File: config.mk
export PLATFORM = sky130hd
export DESIGN_NAME = bt_uart_rx
export DESIGN_NICKNAME = d
export VERILOG_FILES = /design/src/rtl/bt_uart_pkg.sv /design/src/rtl/bt_uart_fifo.sv /design/src/rtl/bt_uart_rx.sv
export SDC_FILE = /design/constraint.sdc
export NUM_CORES = 1
export LEC_CHECK = 0
export ABC_AREA = 1
export CORE_MARGIN = 3
export CORE_UTILIZATION = 60
export DETAILED_ROUTE_END_ITERATION = 8
export PLACE_DENSITY = 0.79
export SLEW_MARGIN = 40
export SYNTH_ARGS = -nofsm -noshare
export SYNTH_HDL_FRONTEND = slang
export SYNTH_HIERARCHICAL = 1
export SYNTH_SLANG_ARGS = --single-unit
export TNS_END_PERCENT = 20
File: constraint.sdc
create_clock -name clock -period 3 [get_ports clock]
set_clock_uncertainty 0.1 [all_clocks]
set_input_delay 0.45 -clock clock [delete_from_list [all_inputs] [get_ports clock]]
set_output_delay 0.45 -clock clock [all_outputs]
set_load 0.03 [all_outputs]
File: src/rtl/bt_uart_pkg.sv
// Shared types and helpers for the Bluetooth UART receiver.
// Pure declarations, no latency.
// No flow control of its own.
package bt_uart_pkg;

    typedef enum logic [1:0] {
        IDLE,
        START,
        DATA,
        STOP
    } rx_state_t;

    localparam int OVERSAMPLE = 16;

    // Clock cycles per oversample tick, rounded to nearest.
    function automatic int baud_div(input int clk_hz, input int baud);
        return (clk_hz + (OVERSAMPLE / 2) * baud) / (OVERSAMPLE * baud);
    endfunction

endpackage

File: src/rtl/bt_uart_fifo.sv
// Synchronous show-ahead byte FIFO with fill-level and next-fill-level outputs.
// Latency: a push shows at the head (when empty) one cycle later; pop is immediate.
// Backpressure: in_rdy drops when full unless the head is popped in the same cycle.
module bt_uart_fifo #(
    parameter int DEPTH = 8,
    parameter int WIDTH = 8
) (
    input  logic                       clock,
    input  logic                       reset,
    input  logic                       in_vld,
    input  logic [WIDTH-1:0]           in_dat,
    output logic                       in_rdy,
    output logic                       out_vld,
    output logic [WIDTH-1:0]           out_dat,
    input  logic                       out_rdy,
    output logic [$clog2(DEPTH+1)-1:0] count,
    output logic [$clog2(DEPTH+1)-1:0] count_nxt
);

    localparam int AW = $clog2(DEPTH);
    localparam int CW = $clog2(DEPTH + 1);

    logic [WIDTH-1:0] mem [DEPTH];
    logic [AW-1:0]    wr_ptr;
    logic [AW-1:0]    rd_ptr;
    logic             do_push;
    logic             do_pop;

    // The head reads as zero while empty so the output is clean after reset.
    assign out_vld = (count != '0);
    assign out_dat = out_vld ? mem[rd_ptr] : '0;
    assign do_pop  = out_vld && out_rdy;
    assign in_rdy  = (count != CW'(DEPTH)) || do_pop;
    assign do_push = in_vld && in_rdy;

    // Next fill level: simultaneous push and pop cancel out.
    always_comb begin
        count_nxt = count;
        if (do_push && !do_pop) begin
            count_nxt = count + CW'(1);
        end else if (!do_push && do_pop) begin
            count_nxt = count - CW'(1);
        end
    end

    // Pointer and count state; pointers wrap naturally at a power-of-two depth.
    always_ff @(posedge clock or negedge reset) begin
        if (!reset) begin
            wr_ptr <= '0;
            rd_ptr <= '0;
            count  <= '0;
        end else begin
            if (do_push) begin
                wr_ptr <= wr_ptr + AW'(1);
            end
            if (do_pop) begin
                rd_ptr <= rd_ptr + AW'(1);
            end
            count <= count_nxt;
        end
    end

    // Storage write; when full with a pop, this overwrites the slot being read out.
    always_ff @(posedge clock) begin
        if (do_push) begin
            mem[wr_ptr] <= in_dat;
        end
    end

endmodule

File: src/rtl/bt_uart_rx.sv
// 8N1 UART receiver with 16x oversampling feeding a show-ahead byte FIFO.
// Latency: 3 cycles pin-to-FSM; byte visible 1 cycle after the mid-stop sample.
// Backpressure: rx_ready pops the FIFO; rts_n rises at RTS_THRESHOLD, a byte arriving when full is dropped.
module bt_uart_rx
    import bt_uart_pkg::*;
#(
    parameter int CLK_FREQ_HZ   = 50000000,
    parameter int BAUD          = 115200,
    parameter int FIFO_DEPTH    = 8,
    parameter int RTS_THRESHOLD = 6
) (
    input  logic                            clock,
    input  logic                            reset,
    input  logic                            rx,
    output logic [7:0]                      rx_data,
    output logic                            rx_valid,
    input  logic                            rx_ready,
    output logic                            rts_n,
    output logic                            frame_err,
    output logic                            overrun_err,
    output logic [$clog2(FIFO_DEPTH+1)-1:0] fifo_count
);

    localparam int DIV = baud_div(CLK_FREQ_HZ, BAUD);
    localparam int DW  = $clog2(DIV + 1);
    localparam int OW  = $clog2(OVERSAMPLE);
    localparam int CW  = $clog2(FIFO_DEPTH + 1);

    logic          rx_meta;
    logic          rx_sync;
    logic          rx_prev;
    logic [1:0]    line_live;
    logic          rx_fall;
    rx_state_t     state;
    rx_state_t     state_nxt;
    logic [DW-1:0] div_cnt;
    logic [OW-1:0] os_cnt;
    logic          tick;
    logic [2:0]    bit_cnt;
    logic [7:0]    shift_reg;
    logic          clr_cnt;
    logic          shift_en;
    logic          stop_smp;
    logic          push_vld;
    logic          fifo_in_rdy;
    logic [CW-1:0] count_nxt;

    // Two-flop synchroniser plus edge-detect history. line_live keeps rx_prev
    // at 0 until it is loaded from a genuine line sample rather than the
    // synchroniser's reset value, so a line held low through reset never looks
    // like a falling edge.
    always_ff @(posedge clock or negedge reset) begin
        if (!reset) begin
            rx_meta   <= 1'b1;
            rx_sync   <= 1'b1;
            rx_prev   <= 1'b0;
            line_live <= 2'b00;
        end else begin
            rx_meta   <= rx;
            rx_sync   <= rx_meta;
            rx_prev   <= rx_sync & line_live[1];
            line_live <= {line_live[0], 1'b1};
        end
    end

    assign rx_fall = rx_prev & ~rx_sync;
    assign tick    = (state != IDLE) && (div_cnt == DW'(DIV - 1));

    // FSM state register.
    always_ff @(posedge clock or negedge reset) begin
        if (!reset) begin
            state <= IDLE;
        end else begin
            state <= state_nxt;
        end
    end

    // Next state and per-cycle strobes: half-bit into the start bit, then full bits.
    always_comb begin
        state_nxt = state;
        clr_cnt   = 1'b0;
        shift_en  = 1'b0;
        stop_smp  = 1'b0;
        case (state)
            IDLE: begin
                if (rx_fall) begin
                    state_nxt = START;
                    clr_cnt   = 1'b1;
                end
            end
            START: begin
                if (tick && os_cnt == OW'(OVERSAMPLE / 2 - 1)) begin
                    if (!rx_sync) begin
                        state_nxt = DATA;
                        clr_cnt   = 1'b1;
                    end else begin
                        state_nxt = IDLE;
                    end
                end
            end
            DATA: begin
                if (tick && os_cnt == OW'(OVERSAMPLE - 1)) begin
                    shift_en = 1'b1;
                    if (bit_cnt == 3'd7) begin
                        state_nxt = STOP;
                    end
                end
            end
            STOP: begin
                if (tick && os_cnt == OW'(OVERSAMPLE - 1)) begin
                    stop_smp  = 1'b1;
                    state_nxt = IDLE;
                end
            end
            default: state_nxt = IDLE;
        endcase
    end

    // Tick divider and oversample counter; idle while waiting for a start edge.
    always_ff @(posedge clock or negedge reset) begin
        if (!reset) begin
            div_cnt <= '0;
            os_cnt  <= '0;
        end else if (clr_cnt || state == IDLE) begin
            div_cnt <= '0;
            os_cnt  <= '0;
        end else if (tick) begin
            div_cnt <= '0;
            os_cnt  <= os_cnt + OW'(1);
        end else begin
            div_cnt <= div_cnt + DW'(1);
        end
    end

    // LSB-first data shift register and bit counter.
    always_ff @(posedge clock or negedge reset) begin
        if (!reset) begin
            bit_cnt   <= '0;
            shift_reg <= '0;
        end else if (clr_cnt) begin
            bit_cnt <= '0;
        end else if (shift_en) begin
            bit_cnt   <= bit_cnt + 3'd1;
            shift_reg <= {rx_sync, shift_reg[7:1]};
        end
    end

    assign push_vld = stop_smp && rx_sync;

    bt_uart_fifo #(
        .DEPTH (FIFO_DEPTH),
        .WIDTH (8)
    ) u_fifo (
        .clock     (clock),
        .reset     (reset),
        .in_vld    (push_vld),
        .in_dat    (shift_reg),
        .in_rdy    (fifo_in_rdy),
        .out_vld   (rx_valid),
        .out_dat   (rx_data),
        .out_rdy   (rx_ready),
        .count     (fifo_count),
        .count_nxt (count_nxt)
    );

    // Error pulses and RTS, all registered from the same cycle's decisions.
    always_ff @(posedge clock or negedge reset) begin
        if (!reset) begin
            frame_err   <= 1'b0;
            overrun_err <= 1'b0;
            rts_n       <= 1'b1;
        end else begin
            frame_err   <= stop_smp && !rx_sync;
            overrun_err <= push_vld && !fifo_in_rdy;
            rts_n       <= (count_nxt >= CW'(RTS_THRESHOLD));
        end
    end

endmodule

[After elaboration in Yosys (flattened, before gate mapping)]
Memories as Yosys holds them, arrays and structs flattened.
Cells that the tools add are included.
Word-level totals
  input port bits: 4
  logic and storage cells: 89
  bits in registers: 40
  bits in writable memories: 64
  memories: 1
  output and inout port bits: 16
Memory list
  u_fifo.mem: depth 8, width 8, read ports 1, clocked after Yosys merged registers in 0, write ports 1, RTL line bt_uart_fifo.sv:23  | logic [WIDTH-1:0] mem [DEPTH];
Operators by class
  muxes and demuxes: 25
  $add $sub $neg: 7
  reduce and logical (&&, ||, !) cells: 23
  eq/ne operators: 13
  bitwise logic cells: 4
  $lt $le $gt $ge: 1
Operator list (number)
  4-bit 2-to-1 mux: 4
  2-bit 2-to-1 mux: 6
  1-bit logical AND: 10
  5-bit 2-to-1 mux: 2
  2-bit != test (second input constant): 5
  3-bit by 1-bit adder with 3-bit output (second input constant): 3
  4-bit by 1-bit adder with 4-bit output (second input constant): 2
  1-bit 2-to-1 mux: 8
  8-bit 2-to-1 mux: 1
  2-bit one-hot mux with 4 select lines: 1
  3-bit 2-to-1 mux: 2
  2-bit nonzero test: 3
  5-bit by 1-bit adder with 5-bit output (second input constant): 1
  5-bit == test (second input constant): 1
  5-bit AND reduction: 1
  2-bit == test (second input constant): 2
  4-bit by 3-bit == test with 1-bit output (second input constant): 1
  4-bit == test (second input constant): 1
  4-bit by 3-bit greater-or-equal comparator with 1-bit output (second input constant): 1
  1-bit zero test: 4
  4-bit != test (second input constant): 1
  4-bit nonzero test: 1
  4-bit by 1-bit subtractor with 4-bit output (second input constant): 1
  3-bit == test (second input constant): 1
  other kinds (7): 10

[Longest topological paths before layout]
Gate-level depths: netlist of run 1.
  depth after elaboration: 12
  mapped depth: 15
  mapped depth without buffers: 15

[Modules after synthesis]
Netlist of run 1, hierarchy kept.
Modules (own cells, without submodules)
  bt_uart_fifo: sequential area each 2172.1 µm², instances 1, area each 3250.6 µm², cells each 297
  bt_uart_rx: sequential area each 754.5 µm², instances 1, area each 1362.6 µm², cells each 144

[Worst setup path before layout of run 1]
OpenSTA, ideal clock, no wires.
  path type: reg-to-reg
  start point: register div_cnt[0]
  end point: memory u_fifo.mem[1][0], enable pin
  path buffers: 0
  arrival: 2077 ps
  path slack: 453 ps
  cell stages (with the launch flop): 13
  period minus slack after synthesis: 2547 ps
  path through: dfrtp_1 inv_1 ha_1 nand2_2 nor2_4 nand2_2 inv_1 nand3_1 nor2_1 nand2_1 inv_1 nand2_1 nor2_1
On the way
  longest elaborated chain between the ends: 9
RTL lines
  from (decl): RTL line bt_uart_rx.sv:36  | logic [DW-1:0] div_cnt;
  from (signal assigned): RTL line bt_uart_rx.sv:131  | div_cnt <= div_cnt + DW'(1);
  5-bit == test: RTL line bt_uart_rx.sv:67  | assign tick = (state != IDLE) && (div_cnt == DW'(DIV - 1));
  1-bit logical AND: RTL line bt_uart_rx.sv:67
  1-bit logical AND: RTL line bt_uart_rx.sv:110  | if (tick && os_cnt == OW'(OVERSAMPLE - 1)) begin
  1-bit 2-to-1 mux: RTL line bt_uart_rx.sv:110
  1-bit 2-to-1 mux: RTL line bt_uart_rx.sv:84  | case (state)
  1-bit logical AND: RTL line bt_uart_rx.sv:148  | assign push_vld = stop_smp && rx_sync;
  net push_vld: RTL line bt_uart_rx.sv:44  | logic push_vld;
  1-bit logical AND: RTL line bt_uart_fifo.sv:34  | assign do_push = in_vld && in_rdy;
  1-bit 2-to-1 mux: RTL line bt_uart_fifo.sv:65  | if (do_push) begin
  1-bit 2-to-1 mux (implied by the code): RTL line bt_uart_fifo.sv:66  | mem[wr_ptr] <= in_dat;
  to (decl): RTL line bt_uart_fifo.sv:23
The timed path passes the listed nets, and every way through them passes these cells.

[Final worst setup path of run 1]
  start point: register u_fifo.rd_ptr[0]
  end point: output rx_data[1]
On the way
  longest elaborated chain between the ends: 2
RTL lines
  from (decl): RTL line bt_uart_fifo.sv:25  | logic [AW-1:0] rd_ptr;
  from (signal assigned): RTL line bt_uart_fifo.sv:57  | rd_ptr <= rd_ptr + AW'(1);
  memory 8 x 8 bit
  8-bit 2-to-1 mux: RTL line bt_uart_fifo.sv:31  | assign out_dat = out_vld ? mem[rd_ptr] : '0;
  to (decl): RTL line bt_uart_rx.sv:15  | output logic [7:0] rx_data,
No other way between the ends.

==> results of run 1 <==
metrics by stage:
step	hold WS [ns]	cell area (sq um)
final	0.255	5110
after global routing	0.265	5110
after CTS	0.260	5090
after detailed placement	0.241	4860
after global placement	0.234	4860
after floorplan	0.0544	4610
routing by layer:
layer / up-vias / wire length [um] / share of wire [%]
li1: 1498 / - / -
met1: 1448 / 3550 / 42
met2: 97 / 4220 / 50
met3: 13 / 483 / 5.8
met4: 0 / 119 / 1.4
met5: - / 0 / 0
final cells by class:
class / instances / area (sq um) / area share [%]
clock buffers: 14 / 184 / 3.60
clock inverters: 2 / 33.8 / 0.661
inverters: 27 / 101 / 1.98
multi-input cells: 295 / 1460 / 28.6
flip-flops and latches: 104 / 2930 / 57.3
well taps: 99 / 124 / 2.42
repair buffers: 29 / 279 / 5.46
power groups by stage:
stage / Sequential, mW / Clock (mW) / Combinational (mW)
2_1_floorplan: 1.77 / 0 / 1.23
3_3_place_gp: 1.76 / 0 / 1.63
3_5_place_dp: 1.76 / 0 / 1.68
4_1_cts: 1.73 / 0.925 / 1.69
5_1_grt: 1.75 / 0.983 / 1.87
6_report: 1.73 / 0.905 / 1.69
synthesized netlist by cell type, drive strengths merged:
master / count
buf: 15
xnor2: 4
nor2: 104
a21o: 1
nand4: 3
or2: 1
nor3: 2
o21bai: 1
nand2: 86
xor2: 8
dfstp: 3
conb: 1
a21oi: 4
o21ai: 47
nand3: 24
edfxtp: 64
ha: 9
dfrtp: 37
clkinv: 1
inv: 26
kinds of logic (layout without fill, tap and decap cells):
kind of cell	Yosys count	count (layout)	synth area share [%]
other	1	1	0.0813
AO/OA/AOI/OAI	53	53	6.02
buffers and inverters	42	72	5.02
adder cells (fa/ha/maj)	9	9	2.44
flip-flops	104	104	63.4
AND/OR/NAND/NOR	220	220	20.7
XOR/XNOR	12	12	2.28
worst paths after layout:
kind | to | slack [ns] | cells past startpoint
min in group asynchronous | shift_reg[3]$_DFFE_PN0P_ | 0.51 | 2
max in group asynchronous | rx_sync$_DFF_PN1_ | 1.91 | 2
worst min register to register | line_live[1]$_DFF_PN0_ | 0.26 | 0
worst max-delay path | rx_data[1] | 0.16 | 7
worst max register to register | u_fifo/mem[6][3]$_DFFE_PP_ | 0.32 | 11
worst min-delay path | line_live[1]$_DFF_PN0_ | 0.26 | 0
critical path, stage by stage, from the launching register on:
cell and delay (ns):
dfrtp_1 0.41, inv_2 0.35, buf_4 0.23, o21ai_1 0.07, nand3_1 0.08, nand2_1 0.06
nor2_1 0.08, clkdlybuf4s50_1 0.67
what timing repair did:
action                     CTS  global route
setup endpoints to repair    0             6
resized for setup            0             6
hold buffers                 1             0
hold endpoints to repair    37             0
==> results.tsv, run 1 <==
metric	value	unit
status	completed	
routed_via_density	5.36	
drc	0	
synth_warnings	6	
synthDistinctLibCells	32	
power_frac_clock	20.9	%
netSwitchingPower	1.61	mW
hold_viol	0	
final.period_utilization	94.6	%
period_minus_slack	2.84	ns
syn-num-nets	454	
cts.clk_slew.worst_paths	0.09	ns
dpl_worst_slack	0.323	ns
slew_viol_final	0	
hp-start	line_live[0]$_DFF_PN0_	
power_frac_comb	39.1	%
post_cts_buffers	0	
grt_busiest_layer	met2	
grt_max_degree	41	
die_w	93.7	um
r2r-start	div_cnt[0]$_DFF_PN0_	
required	2.45	ns
synthTopCellsByArea	edfxtp_1 (42%), dfrtp_1 (20%), nor2_1 (7.6%), nand2_1 (6.5%), o21ai_1 (3.6%)	
clock_sinks	104	
criticalPathCategory	reg2out	
synth_top_area_share	41.7	%
intPower	2.72	mW
die_area	8780	sq um
drt_iter0_markers	202	
end_kind	output port	
use_met1	27.6	%
final_nets	479	
avgSynthCellArea	10.5	sq um
grt_pass1_wl	13900	um
clockBufferDepth	2	
power	4.33	mW
pwr-share-seq	40.0	%
p_per_area	848	nW/um^2
gr-total-overflow	0	
clockRootBuffer	clkbuf_8	
largest_reg_flops	64	
postRouteAntennaNets	0	
cts_tree	done	
clock_latency	0.35	ns
nFillCells	548	
antenna_cells	0	
setup_violations	0	
seq_area_frac_synth	63.4	%
maxCapViolations	0	
final_util	69.3	%
worst_pin_slew	0.648	ns
crit_fanout	28	
relSlewSlack	56.8	%
grtUsageTotal	20.7	%
cts_buffers	9	
drive_above_1_share	11.7	%
layout_common_cells	nor2_1 (93), nand2_1 (80), edfxtp_1 (64)	
synth-seq-cells	104	
hp-class	reg2reg	
start_util	62.6	%
rsz0062_at_grt	false	
fin_ws	0.162	ns
detail_route.wl_per_cell	14.7	um
peakVddDrop	584	uV
ios	20	
start_kind	register	
drt_wl_total	8370	um
portBuffers	19	
use_met2	34.4	%
htree_levels	3	
dp_hpwl	5730	um
fin_setup_tns	0	ns
layout_commonest_cell	nor2_1	
grt_pass1_vias	2903	
arrival	2.29	ns
synth_top_area_cell	edfxtp_1	
die_y	93.7	um
antenna_found_initial	0	
row_count	31	
dp_cells	553	
synthCells	441	
gp_congestion	0.855	
power.leakage	2.31	nW
switching_share	37.3	%
synth_area	4610	sq um
crit_path_start	u_fifo/rd_ptr[0]$_DFFE_PN0N_	
drt-pass1-iter-count	4	
finish.cell_count_without_fillers	570	
area_growth	10.7	%
vias	3056	
coreArea	7370	sq um
max_freq	0.352	GHz
grt_use_met3	3.53	%
Power figures use the tool's default switching activity.
==> run 2: changes to the inputs <==
MAX_ROUTING_LAYER = met4   (was unset)
==> run 2 against run 1 <==
Critical path depth stayed put. Die area stayed put. Power is 0.16% higher. Fmax is 0.77% lower. Sequential cell count stayed put. Clock power hardly changed. Global-route usage is 0.58 points higher. Count of clock-buffer cells in the layout stayed put. Utilization stayed put. Sequential share of layout area stayed put. First-iteration DRC count is 21% higher. Critical path type unchanged.
==> results.tsv, run 2 (synthesis gave the netlist of run 1 again) <==
metric	value	unit	change
dpl-instance-area	4860	sq um	unchanged
status	completed		
critical_path.top_delay_family	buffers and inverters		
power	4.34	mW	+0.16%
grt_pass1_wl	13900	um	-0.10%
slew_viol_final	0		unchanged
p_per_area	849	nW/um^2	+0.16%
grt_max_degree	41		unchanged
row_count	31		unchanged
clockRootBuffer	clkbuf_8		
clockBufferDepth	2		unchanged
endpoint	rx_data[1]		
cts_tree	done		
max_freq	0.350	GHz	-0.77%
cts_buffers	9		unchanged
postRouteAntennaNets	0		unchanged
clock_sinks	104		unchanged
drt_wl_total	8430	um	+0.76%
vias	3069		+0.43%
intPower	2.72	mW	about the same
grt_pass1_vias	2911		+0.28%
drt_iter0_markers	244		+21%
maxCapViolations	0		unchanged
gr-total-overflow	0		unchanged
layout_commonest_cell	nor2_1		
worstPathBufferInverterCount	3		unchanged
htree_levels	3		unchanged
drt-pass1-iter-count	4		unchanged
cts.clk_slew.worst_paths	0.09	ns	about the same
detail_route.wl_per_cell	14.8	um	+0.76%
gp_congestion	0.869		+1.6%
switching_share	37.4	%	+0.11 points
crit_path_start	u_fifo/rd_ptr[0]$_DFFE_PN0N_		
regToRegSetupSlack	0.31	ns	about the same
r2r-end	u_fifo/mem[6][3]$_DFFE_PP_		
drive_above_1_share	11.7	%	unchanged
layout_common_cells	nor2_1 (93), nand2_1 (80), edfxtp_1 (64)		
largest_reg_flops	64		unchanged
crit_fanout	28		unchanged
power_frac_comb	39.1	%	about the same
criticalPathCategory	reg2out		
relSlewSlack	56.0	%	-0.76 points
netSwitchingPower	1.62	mW	+0.45%
ios	20		unchanged
required	2.45	ns	about the same
final_util	69.3	%	unchanged
coreArea	7370	sq um	unchanged
portBuffers	19		unchanged
cp_slowest_stage_delay	0.67	ns	about the same
worst_pin_slew	0.660	ns	+0.0113 ns
fin_hold_ws	0.256	ns	+0.000612 ns
arrival	2.31	ns	+0.02 ns
dp_hpwl	5730	um	unchanged
setup_violations	0		unchanged
hold_viol	0		unchanged
power_frac_clock	20.9	%	about the same
rsz0062_at_grt	false		
routed_via_density	5.38		+0.43%
path_depth	7		unchanged
clock_latency	0.35	ns	about the same
cp_slowest_cell	clkdlybuf4s50_1		
start_kind	register		
peakVddDrop	583	uV	-0.13%
die_w	93.7	um	unchanged
end_kind	output port		
antenna_found_initial	0		unchanged
start_util	62.6	%	unchanged
r2r-start	div_cnt[0]$_DFF_PN0_		
die_area	8780	sq um	unchanged
drc	0		unchanged
grtUsageTotal	21.3	%	+0.58 points
area_growth	10.7	%	unchanged
final_area	5110	sq um	unchanged
antenna_cells	0		unchanged
final.period_utilization	95.3	%	+0.74 points
period_minus_slack	2.86	ns	+0.0221 ns
reg2reg_depth	11		unchanged
pwr-share-seq	39.9	%	about the same
hp-class	reg2reg		
fin_setup_tns	0	ns	unchanged
power.leakage	2.31	nW	unchanged
final_nets	479		unchanged
die_y	93.7	um	unchanged
crit_chain	inv_2 -> buf_4 -> o21ai_1 -> nand3_1 -> nand2_1 -> nor2_1 -> clkdlybuf4s50_1		
[run 2: cell counts in the layout (fill, tap and decap cells not counted)]
No cell type changed its count.
[run 2: area by class of cell]
cell class | instances | area (sq um)
fill | 548 | 2260
clock buffer | 14 | 184
multi-input combinational | 295 | 1460
sequential | 104 | 2930
inverter | 27 | 101
tap | 99 | 124
clock inverter | 2 | 33.8
timing repair buffer | 29 | 279
[run 2: timing repair]
| item | in CTS | in global routing |
|---|---|---|
| setup buffers | 0 | 0 |
| hold buffers | 1 | 0 |
| hold endpoints to repair | 37 | 0 |
| setup endpoints to repair | 0 | 6 |
| gates resized for setup | 0 | 6 |
[run 2: power by group through the flow]
stage | registers [mW] | logic (mW) | clock network, mW
after floorplan | 1.77 | 1.23 | 0
after global placement | 1.76 | 1.63 | 0
after global routing | 1.75 | 1.87 | 0.980
after detailed placement | 1.76 | 1.68 | 0
final | 1.73 | 1.70 | 0.908
after CTS | 1.73 | 1.69 | 0.925
[run 2: layer usage]
metal	track usage [%]	part of all wire, %	routed length (um)	vias up
met2	34.2	51	4270	95
met1	27.8	43	3610	1465
li1	-	-	-	1497
met5	-	0	0	-
met3	3.45	5.3	444	12
met4	7.70	1.3	110	0
[run 2: worst reg2reg max path, cell delays in order (launching register included)]
cell     delay (ns)
dfrtp_1        0.41
inv_1          0.07
ha_1           0.15
nand2_2        0.07
nor2_4         0.13
nand2_2        0.11
inv_1          0.14
nand3_1        0.14
nor2_1         0.18
nand2_1        0.12
or2_4          0.28
nor2_2         0.42
[run 2: how the worst min path moves through the flow]
stage	startpoint	end	slack (ns)	cells after the start
finish	line_live[0]$_DFF_PN0_	line_live[1]$_DFF_PN0_	0.26	0
global route	rx_meta$_DFF_PN1_	rx_sync$_DFF_PN1_	0.27	0
CTS	rx_meta$_DFF_PN1_	rx_sync$_DFF_PN1_	0.26	0
detailed placement	line_live[0]$_DFF_PN0_	line_live[1]$_DFF_PN0_	0.24	0
global placement	line_live[0]$_DFF_PN0_	line_live[1]$_DFF_PN0_	0.23	0
floorplan	reset	asynchronous set/reset pin	0.05	0
[run 2: through the flow]
stage | std cells | setup WS (ns)
after floorplan | 441 | 0.453
after global placement | 553 | 0.409
after detailed placement | 553 | 0.323
after CTS | 570 | 0.0395
after global routing | 570 | 0.0222
final | 570 | 0.140
==> run 3: changes to the inputs <==
SETUP_SLACK_MARGIN = 0.05   (was unset)
TNS_END_PERCENT = 30   (was 20)
==> run 3 against run 2 <==
First-iteration DRC count up 7.0%. Power down 0.39%. Final area about the same. Via count about the same. Worst hold slack worse by 0.00075 ns. Count of clock-buffer cells in the layout unchanged. Non-clock buffer count unchanged. Sequential share of layout area about the same. Register-to-register slack better by 0.02 ns. Sequential cell count unchanged. Combinational power about the same. Critical path type unchanged. Largest cell class unchanged. Largest power group unchanged.
==> results.tsv, run 3 (synthesis gave the netlist of run 1 again) <==
metric	value	unit	change
status	completed		
hold_viol	0		unchanged
clockBufferDepth	2		unchanged
worst_pin_slew	0.649	ns	-0.0106 ns
drive_above_1_share	11.7	%	unchanged
area_growth	10.7	%	about the same
final.period_utilization	93.8	%	-1.5 points
antenna_cells	0		unchanged
finish.cell_count_without_fillers	570		unchanged
die_area	8780	sq um	unchanged
criticalPathCategory	reg2out		
critical_path.top_delay_family	buffers and inverters		
final_nets	479		unchanged
reg2reg_depth	11		unchanged
vias	3071		+0.065%
arrival	2.26	ns	-0.05 ns
die_w	93.7	um	unchanged
dpl-instance-area	4860	sq um	unchanged
dp_cells	553		unchanged
cts.clk_slew.worst_paths	0.09	ns	about the same
postRouteAntennaNets	0		unchanged
clockRootBuffer	clkbuf_8		
cp_slowest_cell	clkdlybuf4s50_1		
crit_chain	clkinv_2 -> buf_4 -> o21ai_1 -> nand3_1 -> nand2_1 -> nor2_1 -> clkdlybuf4s50_1		
max_freq	0.355	GHz	+1.6%
power.leakage	2.30	nW	-0.44%
layout_common_cells	nor2_1 (93), nand2_1 (80), edfxtp_1 (64)		
grt_max_degree	41		unchanged
end_kind	output port		
largest_reg_flops	64		unchanged
portBuffers	19		unchanged
dp_hpwl	5730	um	unchanged
period_minus_slack	2.81	ns	-0.0450 ns
layout_commonest_cell	nor2_1		
worstPathBufferInverterCount	3		unchanged
grt_pass1_wl	13900	um	unchanged
gr-total-overflow	0		unchanged
detail_route.wl_per_cell	14.6	um	-1.1%
row_count	31		unchanged
htree_levels	3		unchanged
fin_setup_tns	0	ns	unchanged
setup_violations	0		unchanged
hp-class	reg2reg		
die_y	93.7	um	unchanged
ios	20		unchanged
rsz0062_at_grt	false		
gp_congestion	0.869		unchanged
start_util	62.6	%	unchanged
grtUsageTotal	21.3	%	unchanged
grt_pass1_vias	2911		unchanged
slew_viol_final	0		unchanged
start_kind	register		
drc	0		unchanged
required	2.45	ns	about the same
coreArea	7370	sq um	unchanged
drt_wl_total	8340	um	-1.1%
maxCapViolations	0		unchanged
final_area	5110	sq um	about the same
antenna_found_initial	0		unchanged
drt-pass1-iter-count	7		+3
clock_latency	0.35	ns	about the same
cts_tree	done		
path_depth	7		unchanged
drt_iter0_markers	261		+7.0%
crit_fanout	28		unchanged
holdPathStages	0		unchanged
routed_via_density	5.39		about the same
p_per_area	846	nW/um^2	-0.34%
clock_sinks	104		unchanged
cts_buffers	9		unchanged
cp_slowest_stage_delay	0.58	ns	-0.09 ns
peakVddDrop	581	uV	-0.26%
relSlewSlack	56.7	%	+0.71 points
run 3: final timing paths:
kind	from	to	slack [ns]
worst min register to register	line_live[0]$_DFF_PN0_	line_live[1]$_DFF_PN0_	0.25
max in group asynchronous	reset	rts_n$_DFF_PN1_	1.91
worst max-delay path	u_fifo/rd_ptr[0]$_DFFE_PN0N_	rx_data[1]	0.19
min in group asynchronous	reset	shift_reg[3]$_DFFE_PN0P_	0.50
worst min-delay path	line_live[0]$_DFF_PN0_	line_live[1]$_DFF_PN0_	0.25
worst max register to register	div_cnt[0]$_DFF_PN0_	u_fifo/mem[6][7]$_DFFE_PP_	0.33
run 3: cell type report:
cell class | instances | area, sq um
clock buffer | 14 | 184
clock inverter | 2 | 33.8
fill | 548 | 2260
inverter | 27 | 103
multi-input combinational | 295 | 1460
sequential | 104 | 2930
tap | 99 | 124
timing repair buffer | 29 | 275
run 3: metal layers:
metal / global-route usage (%) / vias to the layer above / share of wire, %
met5: - / - / 0
met3: 3.45 / 14 / 4.7
met1: 27.8 / 1471 / 43
met2: 34.2 / 88 / 51
met4: 7.70 / 0 / 1.5
li1: - / 1498 / -
run 3: through the flow:
stage / utilization, % / worst slack [ns] / power (mW) / hold WS [ns]
after floorplan: - / 0.453 / 3.00 / 0.0544
after global placement: 65.9 / 0.409 / 3.38 / 0.234
after detailed placement: 66.0 / 0.323 / 3.44 / 0.241
after CTS: 69.0 / 0.0860 / 4.34 / 0.260
after global routing: 69.3 / 0.0629 / 4.59 / 0.265
final: 69.3 / 0.185 / 4.32 / 0.255
run 3: worst reg2reg max path, stage by stage (launching register included):
cell,delay [ns]
dfrtp_1,0.41
inv_1,0.07
ha_1,0.15
nand2_2,0.07
nor2_4,0.13
nand2_2,0.11
inv_1,0.14
nand3_1,0.14
nor2_1,0.18
nand2_1,0.12
or2_4,0.28
nor2_2,0.41
run 3: what timing repair did:
action | in CTS | in global routing
hold buffers | 1 | 0
buffers inserted | 0 | 0
hold endpoints to repair | 37 | 0
gates resized for setup | 1 | 6
endpoints found under the setup margin | 1 | 7
run 3: where the power goes:
part,internal [mW],switching [mW],leakage [nW],total (mW)
clock network,0.481,0.424,0.109,0.904
registers,1.60,0.136,1.26,1.73
logic,0.634,1.05,0.935,1.68
total,2.71,1.61,2.30,4.32
